===== src/rtl/axis_video_frame_source_pkg.sv =====
// Shared definitions for the video frame source: FSM states,
// LFSR taps and default image-size widths.
package axis_video_frame_source_pkg;

    typedef enum logic [1:0] {
        ST_IDLE = 2'd0,
        ST_RUN  = 2'd1,
        ST_DONE = 2'd2
    } state_t;

    localparam int DEF_IMG_WBITS = 12;
    localparam int DEF_IMG_HBITS = 12;

    // x^16+x^14+x^13+x^11+1, Fibonacci form shifting left
    localparam logic [15:0] LFSR_TAPS = 16'hB400;

    function automatic logic [15:0] lfsr_next(input logic [15:0] q);
        return {q[14:0], ^(q & LFSR_TAPS)};
    endfunction

endpackage


===== src/rtl/axis_video_frame_source_if.sv =====
// AXI4-Stream video bundle: pixel data plus SOF (tuser) and EOL (tlast).
interface axis_video_frame_source_if #(
    parameter int C_PIXEL_WIDTH = 8
) ();

    logic                     tvalid;
    logic [C_PIXEL_WIDTH-1:0] tdata;
    logic                     tuser;
    logic                     tlast;
    logic                     tready;

    modport master (
        output tvalid, tdata, tuser, tlast,
        input  tready
    );

    modport slave (
        input  tvalid, tdata, tuser, tlast,
        output tready
    );

endinterface


===== src/rtl/axis_video_frame_source_lfsr16.sv =====
// 16-bit maximal-length LFSR used to throttle beat issue.
module lfsr16
    import axis_video_frame_source_pkg::*;
#(
    parameter logic [15:0] C_SEED = 16'hACE1
) (
    input  logic        clk,
    input  logic        resetn,
    input  logic        en,
    output logic [15:0] q
);

    always_ff @(posedge clk) begin
        if (!resetn) begin
            q <= C_SEED;
        end else if (en) begin
            q <= lfsr_next(q);
        end
    end

endmodule


===== src/rtl/axis_video_frame_source.sv =====
// Frame generator: one width x height pattern frame per accepted start,
// pixel = row*C_ROW_STRIDE + col, SOF on first beat, EOL on line end.
module axis_video_frame_source
    import axis_video_frame_source_pkg::*;
#(
    parameter int          C_PIXEL_WIDTH = 8,
    parameter int          C_IMG_WBITS   = DEF_IMG_WBITS,
    parameter int          C_IMG_HBITS   = DEF_IMG_HBITS,
    parameter int          C_ROW_STRIDE  = 10,
    parameter int          C_THROTTLE    = 0,
    parameter logic [15:0] C_LFSR_SEED   = 16'hACE1
) (
    input  logic                   clk,
    input  logic                   resetn,
    input  logic [C_IMG_WBITS-1:0] width,
    input  logic [C_IMG_HBITS-1:0] height,
    input  logic                   start,
    output logic                   busy,
    output logic                   frame_done,
    axis_video_frame_source_if.master M_AXIS
);

    localparam logic [C_PIXEL_WIDTH-1:0] STRIDE =
        C_PIXEL_WIDTH'(C_ROW_STRIDE);

    state_t state, state_nx;

    logic [C_IMG_WBITS-1:0]   w_q;
    logic [C_IMG_HBITS-1:0]   h_q;
    logic [C_IMG_WBITS-1:0]   col_q;
    logic [C_IMG_HBITS-1:0]   row_q;
    logic [C_PIXEL_WIDTH-1:0] acc_q;
    logic                     pending_q;
    logic                     last_q;

    logic                     tvalid_q;
    logic [C_PIXEL_WIDTH-1:0] tdata_q;
    logic                     tuser_q;
    logic                     tlast_q;

    logic hs;
    logic start_ok;
    logic zero_dim;
    logic gate;
    logic can_issue;
    logic col_end;
    logic row_end;

    assign hs        = tvalid_q & M_AXIS.tready;
    assign start_ok  = start & (state == ST_IDLE);
    assign zero_dim  = (width == '0) | (height == '0);
    assign col_end   = (col_q == w_q - C_IMG_WBITS'(1));
    assign row_end   = (row_q == h_q - C_IMG_HBITS'(1));
    assign can_issue = (state == ST_RUN) & pending_q &
                       (~tvalid_q | hs) & gate;

    generate
        if (C_THROTTLE != 0) begin : g_thr
            logic [15:0] lfsr_q;

            lfsr16 #(
                .C_SEED (C_LFSR_SEED)
            ) u_lfsr (
                .clk    (clk),
                .resetn (resetn),
                .en     (state == ST_RUN),
                .q      (lfsr_q)
            );

            // a nonzero register never locks up; |lfsr_q is a guard
            assign gate = lfsr_q[0] & (|lfsr_q);
        end else begin : g_nothr
            assign gate = 1'b1;
        end
    endgenerate

    always_ff @(posedge clk) begin
        if (!resetn) begin
            state <= ST_IDLE;
        end else begin
            state <= state_nx;
        end
    end

    always_comb begin
        state_nx = state;
        unique case (state)
            ST_IDLE: begin
                if (start) begin
                    state_nx = zero_dim ? ST_DONE : ST_RUN;
                end
            end
            ST_RUN: begin
                if (hs & last_q) begin
                    state_nx = ST_DONE;
                end
            end
            ST_DONE: state_nx = ST_IDLE;
            default: state_nx = ST_IDLE;
        endcase
    end

    always_comb begin
        busy       = (state != ST_IDLE);
        frame_done = (state == ST_DONE);
    end

    always_ff @(posedge clk) begin
        if (!resetn) begin
            w_q       <= '0;
            h_q       <= '0;
            col_q     <= '0;
            row_q     <= '0;
            acc_q     <= '0;
            pending_q <= 1'b0;
            last_q    <= 1'b0;
            tvalid_q  <= 1'b0;
            tdata_q   <= '0;
            tuser_q   <= 1'b0;
            tlast_q   <= 1'b0;
        end else begin
            if (start_ok) begin
                w_q       <= width;
                h_q       <= height;
                col_q     <= '0;
                row_q     <= '0;
                acc_q     <= '0;
                pending_q <= ~zero_dim;
            end
            if (hs) begin
                tvalid_q <= 1'b0;
            end
            // counters track the next beat to present, not the one on the bus
            if (can_issue) begin
                tvalid_q <= 1'b1;
                tdata_q  <= acc_q + C_PIXEL_WIDTH'(col_q);
                tuser_q  <= (row_q == '0) & (col_q == '0);
                tlast_q  <= col_end;
                last_q   <= col_end & row_end;
                if (col_end) begin
                    col_q <= '0;
                    row_q <= row_q + C_IMG_HBITS'(1);
                    acc_q <= acc_q + STRIDE;
                    if (row_end) begin
                        pending_q <= 1'b0;
                    end
                end else begin
                    col_q <= col_q + C_IMG_WBITS'(1);
                end
            end
        end
    end

    assign M_AXIS.tvalid = tvalid_q;
    assign M_AXIS.tdata  = tdata_q;
    assign M_AXIS.tuser  = tuser_q;
    assign M_AXIS.tlast  = tlast_q;

endmodule


===== src/flat_wrapper.sv =====
// flat-port wrapper written by rule: the top's interface ports become plain ports
module axis_video_frame_source_flat import axis_video_frame_source_pkg::*;
#(
    parameter int          C_PIXEL_WIDTH = 8,
    parameter int          C_IMG_WBITS   = DEF_IMG_WBITS,
    parameter int          C_IMG_HBITS   = DEF_IMG_HBITS,
    parameter int          C_ROW_STRIDE  = 10,
    parameter int          C_THROTTLE    = 0,
    parameter logic [15:0] C_LFSR_SEED   = 16'hACE1
)
  (clk, resetn, width, height, start, busy, frame_done, M_AXIS_tvalid, M_AXIS_tdata, M_AXIS_tuser, M_AXIS_tlast, M_AXIS_tready);
  axis_video_frame_source_if #(.C_PIXEL_WIDTH(C_PIXEL_WIDTH)) M_AXIS_i ();
  input  logic clk;
  input  logic resetn;
  input  logic [C_IMG_WBITS-1:0] width;
  input  logic [C_IMG_HBITS-1:0] height;
  input  logic start;
  output logic busy;
  output logic frame_done;
  output wire logic [$bits(M_AXIS_i.tvalid)-1:0] M_AXIS_tvalid;
  output wire logic [$bits(M_AXIS_i.tdata)-1:0] M_AXIS_tdata;
  output wire logic [$bits(M_AXIS_i.tuser)-1:0] M_AXIS_tuser;
  output wire logic [$bits(M_AXIS_i.tlast)-1:0] M_AXIS_tlast;
  input wire logic [$bits(M_AXIS_i.tready)-1:0] M_AXIS_tready;
  assign M_AXIS_tvalid = M_AXIS_i.tvalid;
  assign M_AXIS_tdata = M_AXIS_i.tdata;
  assign M_AXIS_tuser = M_AXIS_i.tuser;
  assign M_AXIS_tlast = M_AXIS_i.tlast;
  assign M_AXIS_i.tready = M_AXIS_tready;
  axis_video_frame_source #(.C_PIXEL_WIDTH(C_PIXEL_WIDTH), .C_IMG_WBITS(C_IMG_WBITS), .C_IMG_HBITS(C_IMG_HBITS), .C_ROW_STRIDE(C_ROW_STRIDE), .C_THROTTLE(C_THROTTLE), .C_LFSR_SEED(C_LFSR_SEED)) u_core (.clk(clk), .resetn(resetn), .width(width), .height(height), .start(start), .busy(busy), .frame_done(frame_done), .M_AXIS(M_AXIS_i));
endmodule

===== config.mk =====
export PLATFORM = sky130hd
export DESIGN_NAME = axis_video_frame_source_flat
export DESIGN_NICKNAME = d
export VERILOG_FILES = /design/src/rtl/axis_video_frame_source_pkg.sv /design/src/rtl/axis_video_frame_source_if.sv /design/src/rtl/axis_video_frame_source_lfsr16.sv /design/src/rtl/axis_video_frame_source.sv /design/src/flat_wrapper.sv
export SDC_FILE = /design/constraint.sdc
export NUM_CORES = 1
export LEC_CHECK = 0
export CAP_MARGIN = 30
export CELL_PAD_IN_SITES_DETAIL_PLACEMENT = 1
export CELL_PAD_IN_SITES_GLOBAL_PLACEMENT = 2
export CORE_MARGIN = 2
export CORE_UTILIZATION = 33
export CTS_CLUSTER_SIZE = 20
export DETAILED_ROUTE_END_ITERATION = 6
export PLACE_DENSITY = 0.78
export SYNTH_ARGS = -nofsm -noshare
export SYNTH_HDL_FRONTEND = slang
export SYNTH_SLANG_ARGS = --single-unit

===== constraint.sdc =====
create_clock -name clk -period 3.1 [get_ports clk]
set_input_delay 0.93 -clock clk [delete_from_list [all_inputs] [get_ports clk]]
set_output_delay 0.93 -clock clk [all_outputs]
set_load 0.02 [all_outputs]

Yosys cells after proc, flatten, opt, wreduce, memory -nomap -nowiden
Index checks and enable logic that the tools add are counted.
Widths: inputs -> output; s select.

operators by class
  add/sub/neg operators = 6
  bitwise operators = 11
  reduce and logical (&&, ||, !) cells = 9
  eq/ne operators = 6
  multiplexer cells = 19

operators by type and width
  operator               count
  $mux 12                6
  $logic_not 12->1       4
  $add 12x1->12 const B  2
  $eq 12x12->1           2
  $mux 8                 3
  $sub 12x1->12 const B  2
  $add 8x4->8 const B    1
  $add 8x8->8            1
  $and 1x1->1            7
  $mux 1                 6
  $mux 2                 3
  $reduce_bool 2->1      3
  $ne 2x2->1 const B     2
  $pmux 2 s2             1
  $eq 2x1->1 const B     1
  $eq 2x2->1 const B     1
  $logic_not 2->1        1
  $not 1->1              2
  $or 1x1->1             2
  $reduce_and 2->1       1

storage, ports and cells
  bits of input ports = 28
  output and inout bits = 13
  register bits after elaboration = 71

Depth between registers and ports, before layout
  depth in word-level cells = 7
  gate-level depth with buffers = 12
  depth with buffers taken out = 10

Least setup slack after synthesis
Ideal clock, no wire load.

  path type = flip-flop to flip-flop
  start point = register u_core.w_q[2]
  end point = register u_core.row_q[5]
  library setup time = 74 ps
  stages on the path, launching flop included = 9
  path slack = 376 ps
  arrival time = 2650 ps
  period minus slack after synthesis = 2724 ps
  data required time = 3026 ps
  path through = dfxtp_1 -> or3_4 -> or4_4 -> a2111oi_4 -> nand2_2 -> or3_1 -> clkbuf_2 -> or3_1 -> a31oi_1

between the ends
  longest elaborated chain between the ends = 4

ends and longest elaborated chain
  what                      line                            source
  start: declaration        axis_video_frame_source.sv:28   logic [C_IMG_WBITS-1:0] w_q;
  start signal: assignment  axis_video_frame_source.sv:123  w_q <= width;
  $sub 12x1->12             axis_video_frame_source.sv:52   assign col_end = (col_q == w_q - C_IMG_WBITS'(1));
  $eq 12x12->1              axis_video_frame_source.sv:52
  $mux 12                   axis_video_frame_source.sv:140  if (col_end) begin
  $mux 12                   axis_video_frame_source.sv:134  if (can_issue) begin
  end signal: assignment    axis_video_frame_source.sv:142  row_q <= row_q + C_IMG_HBITS'(1);
  end: declaration          axis_video_frame_source.sv:31   logic [C_IMG_HBITS-1:0] row_q;

No other way between the ends.
A chain may end at the register's enable or synchronous reset.

Worst setup path after layout
  start point = register u_core.w_q[2]
  end point = register u_core.row_q[6]

Same word-level chain as after synthesis.

==> flow_metrics.tcl <==
set metrics [dict create \
    status "complete, no violations" \
    leakage_nw 1.859 \
    finalSetupViolations 0 \
    cpPeakStageDelay_ps 510 \
    clock_power_share_pct 41.2 \
    die-width_um 116.7 \
    antenna_cells 0 \
    rows 41 \
    viasPerCell 5.439 \
    hold_class "flip-flop to flip-flop" \
    track_usage_pct 19.89 \
    cp_cell_sequence "or3_4, or4_4, a2111oi_4, nand2_2, or3_1, or3_1, a31oi_1" \
    wire_per_inst_um 16.39 \
    vdd_drop_max_mv 0.2120 \
    post_cts_buffers 0 \
    yosysWarnings 0 \
    numPortBuffers 40 \
    dp_hpwl_mm 9.531 \
    critPathKind "flip-flop to flip-flop" \
    rsz0062_at_grt "no" \
    slowest_stage "or4_4" \
    final_layout_size_suffix_gt1_share_pct 7.395 \
    slew_headroom_pct 59.07 \
    p_comb_share_pct 16.1 \
    slew_viol_final 0 \
    dieHeight_um 116.7 \
    ys_top_cells_by_count "106 x nand2_1, 71 x dfxtp_1, 45 x a21oi_1" \
    finalCritPeriodShare_pct 94.12 \
    grt_first_pass_wirelength_mm 21.01 \
    synthCells 552 \
    fillers 1561 \
    vias 4172 \
    antenna_found_initial 0 \
    synth_top_area_share_pct 33.91 \
    cp_top_family "simple AND/OR/NAND/NOR gates" \
    cts.htree.levels 3 \
    powerDensity_nw_per_um2 450.7 \
    synth_cell_types 57 \
    nets 634 \
    synth_flop_cell "dfxtp_1" \
    netSwitchingPower_mw 0.6348 \
    tritoncts "done" \
    mappedNetlistArea_sq_um 4192 \
    max-clock-path-buffers 2 \
    crit_buf_inv 0 \
    core_sq_um 12520 \
    arrival_ps 3180 \
    finClkSkew_ps 8.867 \
    io_pins 41 \
    worstSetupStartpoint "u_core.w_q[2]$_SDFFE_PN0P_" \
    synth_nets 595 \
    tns_ps 0 \
    grt_max_degree 53 \
    layout_min_cycle_time_ps 2918 \
    avgSynthCellArea_sq_um 7.593 \
    synth.area.top_cells "dfxtp_1 34%, nand2_1 9.5%, a21oi_1 5.4%" \
    r2r_start "u_core.w_q[2]$_SDFFE_PN0P_" \
    root_buffer "clkbuf_16" \
    worst-slew-pin-transition_ps 608.3 \
    numCtsBuffers 9 \
    intPower_mw 1.662 \
    place_congestion 0.7864 \
    ant_nets 0 \
    finalHoldViolCount 0 \
    drt_wl_total_mm 12.57 \
    fin_total_pwr_mw 2.297 \
    rrSetupSlack_ps 180 \
    synth_edf_count 0 \
    drc 0 \
    endpoint_kind "flip-flop" \
    grt_pass1_vias 4185 \
    clk_pin_slew_ps 60 \
    cp_max_fo 6 \
    area_growth_pct 21.61 \
    worst_path_most_repeated_cell "or3_1" \
    cts_sinks 71 \
    synth-seq-cells 71 \
    async_reset_ff_share_pct 0 \
    first_pass_iters 4 \
    sequentialPowerShare_pct 42.6 \
    clock.fmax_mhz 342.7 \
    initial_core_util_pct 33.49 \
    yosysMostFrequentCell "nand2_1" \
    drt_iter0_drc 170 \
    die_area_sq_um 13620 \
    grt-ovfl-total 0 \
    crit_path_start_kind "flip-flop" \
    synth_top_area_cell "dfxtp_1" \
    ctsHoldBuffers 0 \
    worstPathRequired_ps 3370 \
    p_sw_share_pct 27.63 \
    cap_violations 0 \
    seq_area_frac_synth_pct 33.91 \
    clk_latency_ps 340 \
    worstHoldStart "u_core.M_AXIS.tdata[3]$_SDFFE_PN0P_" \
]
through the flow:
step / area (sq um) / instances / util [%] / setup WS, ps / hold WS, ps
2_1_floorplan: 4192 / 552 / - / 375.8 / 438.2
3_5_place_dp: 4838 / 752 / 38.65 / 159.8 / 446.2
4_1_cts: 5097 / 767 / 40.72 / 161.2 / 454.0
6_report: 5097 / 767 / 40.72 / 182.1 / 450.0
3_3_place_gp: 4838 / 752 / 38.65 / 213.3 / 438.5
5_1_grt: 5097 / 767 / 40.72 / 18.89 / 476.6
power by group through the flow:
| stage | Sequential (mW) | Clock, mW | Combinational (mW) |
|---|---|---|---|
| after global routing | 0.985 | 1.01 | 0.417 |
| after CTS | 0.980 | 0.974 | 0.376 |
| final | 0.980 | 0.947 | 0.371 |
| after global placement | 0.997 | 0 | 0.363 |
| after floorplan | 0.987 | 0 | 0.248 |
| after detailed placement | 1.00 | 0 | 0.373 |
timing repair:
item,4_1_cts,5_1_grt
endpoints found under the hold margin,0,0
resized for setup,0,1
setup endpoints to repair,0,1
logic make-up after synthesis:
logic type      share of synthesized area, %
compound gates                         19.05
xor+xnor                               8.358
buf+inv                                4.448
simple gates                           29.10
flops                                  33.91
fa+ha+maj                              4.657
mux                                   0.4776
placed cells by master, fill, tap and decap left out, types with 3 or more instances in the layout:
cell               n
a211oi_1           5
ha_1              14
nand2_1          106
a21oi_1           45
o311ai_0           4
nand3b_1           4
o21ai_0           32
or3_1              5
o211ai_1           7
inv_1             15
nor2b_1            9
buf_4             21
nor2_1            20
nand3_1           27
nand4_1            5
nand2b_1           3
o31ai_1            5
or4_1              3
clkbuf_16          9
and3_1            11
or2_2              4
xor2_1            16
clkbuf_1           4
xnor2_1           24
a31oi_1            6
and4_1             3
nor3_1            21
dfxtp_1           71
clkdlybuf4s50_1   40
nor4_1            17
nor3b_1            5
cell type report:
class | count | area [sq um] | area share [%]
multi-input cells | 432 | 2584 | 50.69
clock buffers | 14 | 254.0 | 4.983
flip-flops and latches | 71 | 1421 | 27.88
repair buffers | 61 | 558.0 | 10.95
well taps | 172 | 215.2 | 4.222
clock inverters | 1 | 5.005 | 0.09818
inverters | 16 | 60.06 | 1.178
routing by layer:
metal | wire length (um) | up-vias | track usage (%) | part of all wire (%)
met5 | 0 | - | 0 | 0
met4 | 239 | 0 | 8.000 | 1.9
met3 | 342 | 16 | 3.633 | 2.7
met2 | 6017 | 67 | 33.37 | 48
met1 | 5969 | 2041 | 25.24 | 47
li1 | - | 2048 | - | -
flip-flops by register name, summed over array words and instances, names as in the netlist, 2 cells and up:
name / flops
u_core.row_q: 12
u_core.col_q: 12
u_core.acc_q: 8
u_core.w_q: 12
u_core.h_q: 12
u_core.state: 2
u_core.M_AXIS.tdata: 8
final timing paths:
kind                                               to  cells past startpoint
setup / recovery           u_core.row_q[6]$_SDFF_PN0_                      7
hold / removal    u_core.M_AXIS.tdata[3]$_SDFFE_PN0P_                      2
setup reg to reg           u_core.row_q[6]$_SDFF_PN0_                      7
hold reg to reg   u_core.M_AXIS.tdata[3]$_SDFFE_PN0P_                      2
worst min-delay path, delay by kind of cell, from the launching register on:
family | cells | cell delay (ps)
DFF | 1 | 300
and+or+nand+nor | 1 | 50
AOI/OAI and AO/OA | 1 | 50
(Power assumes the default switching activity.)
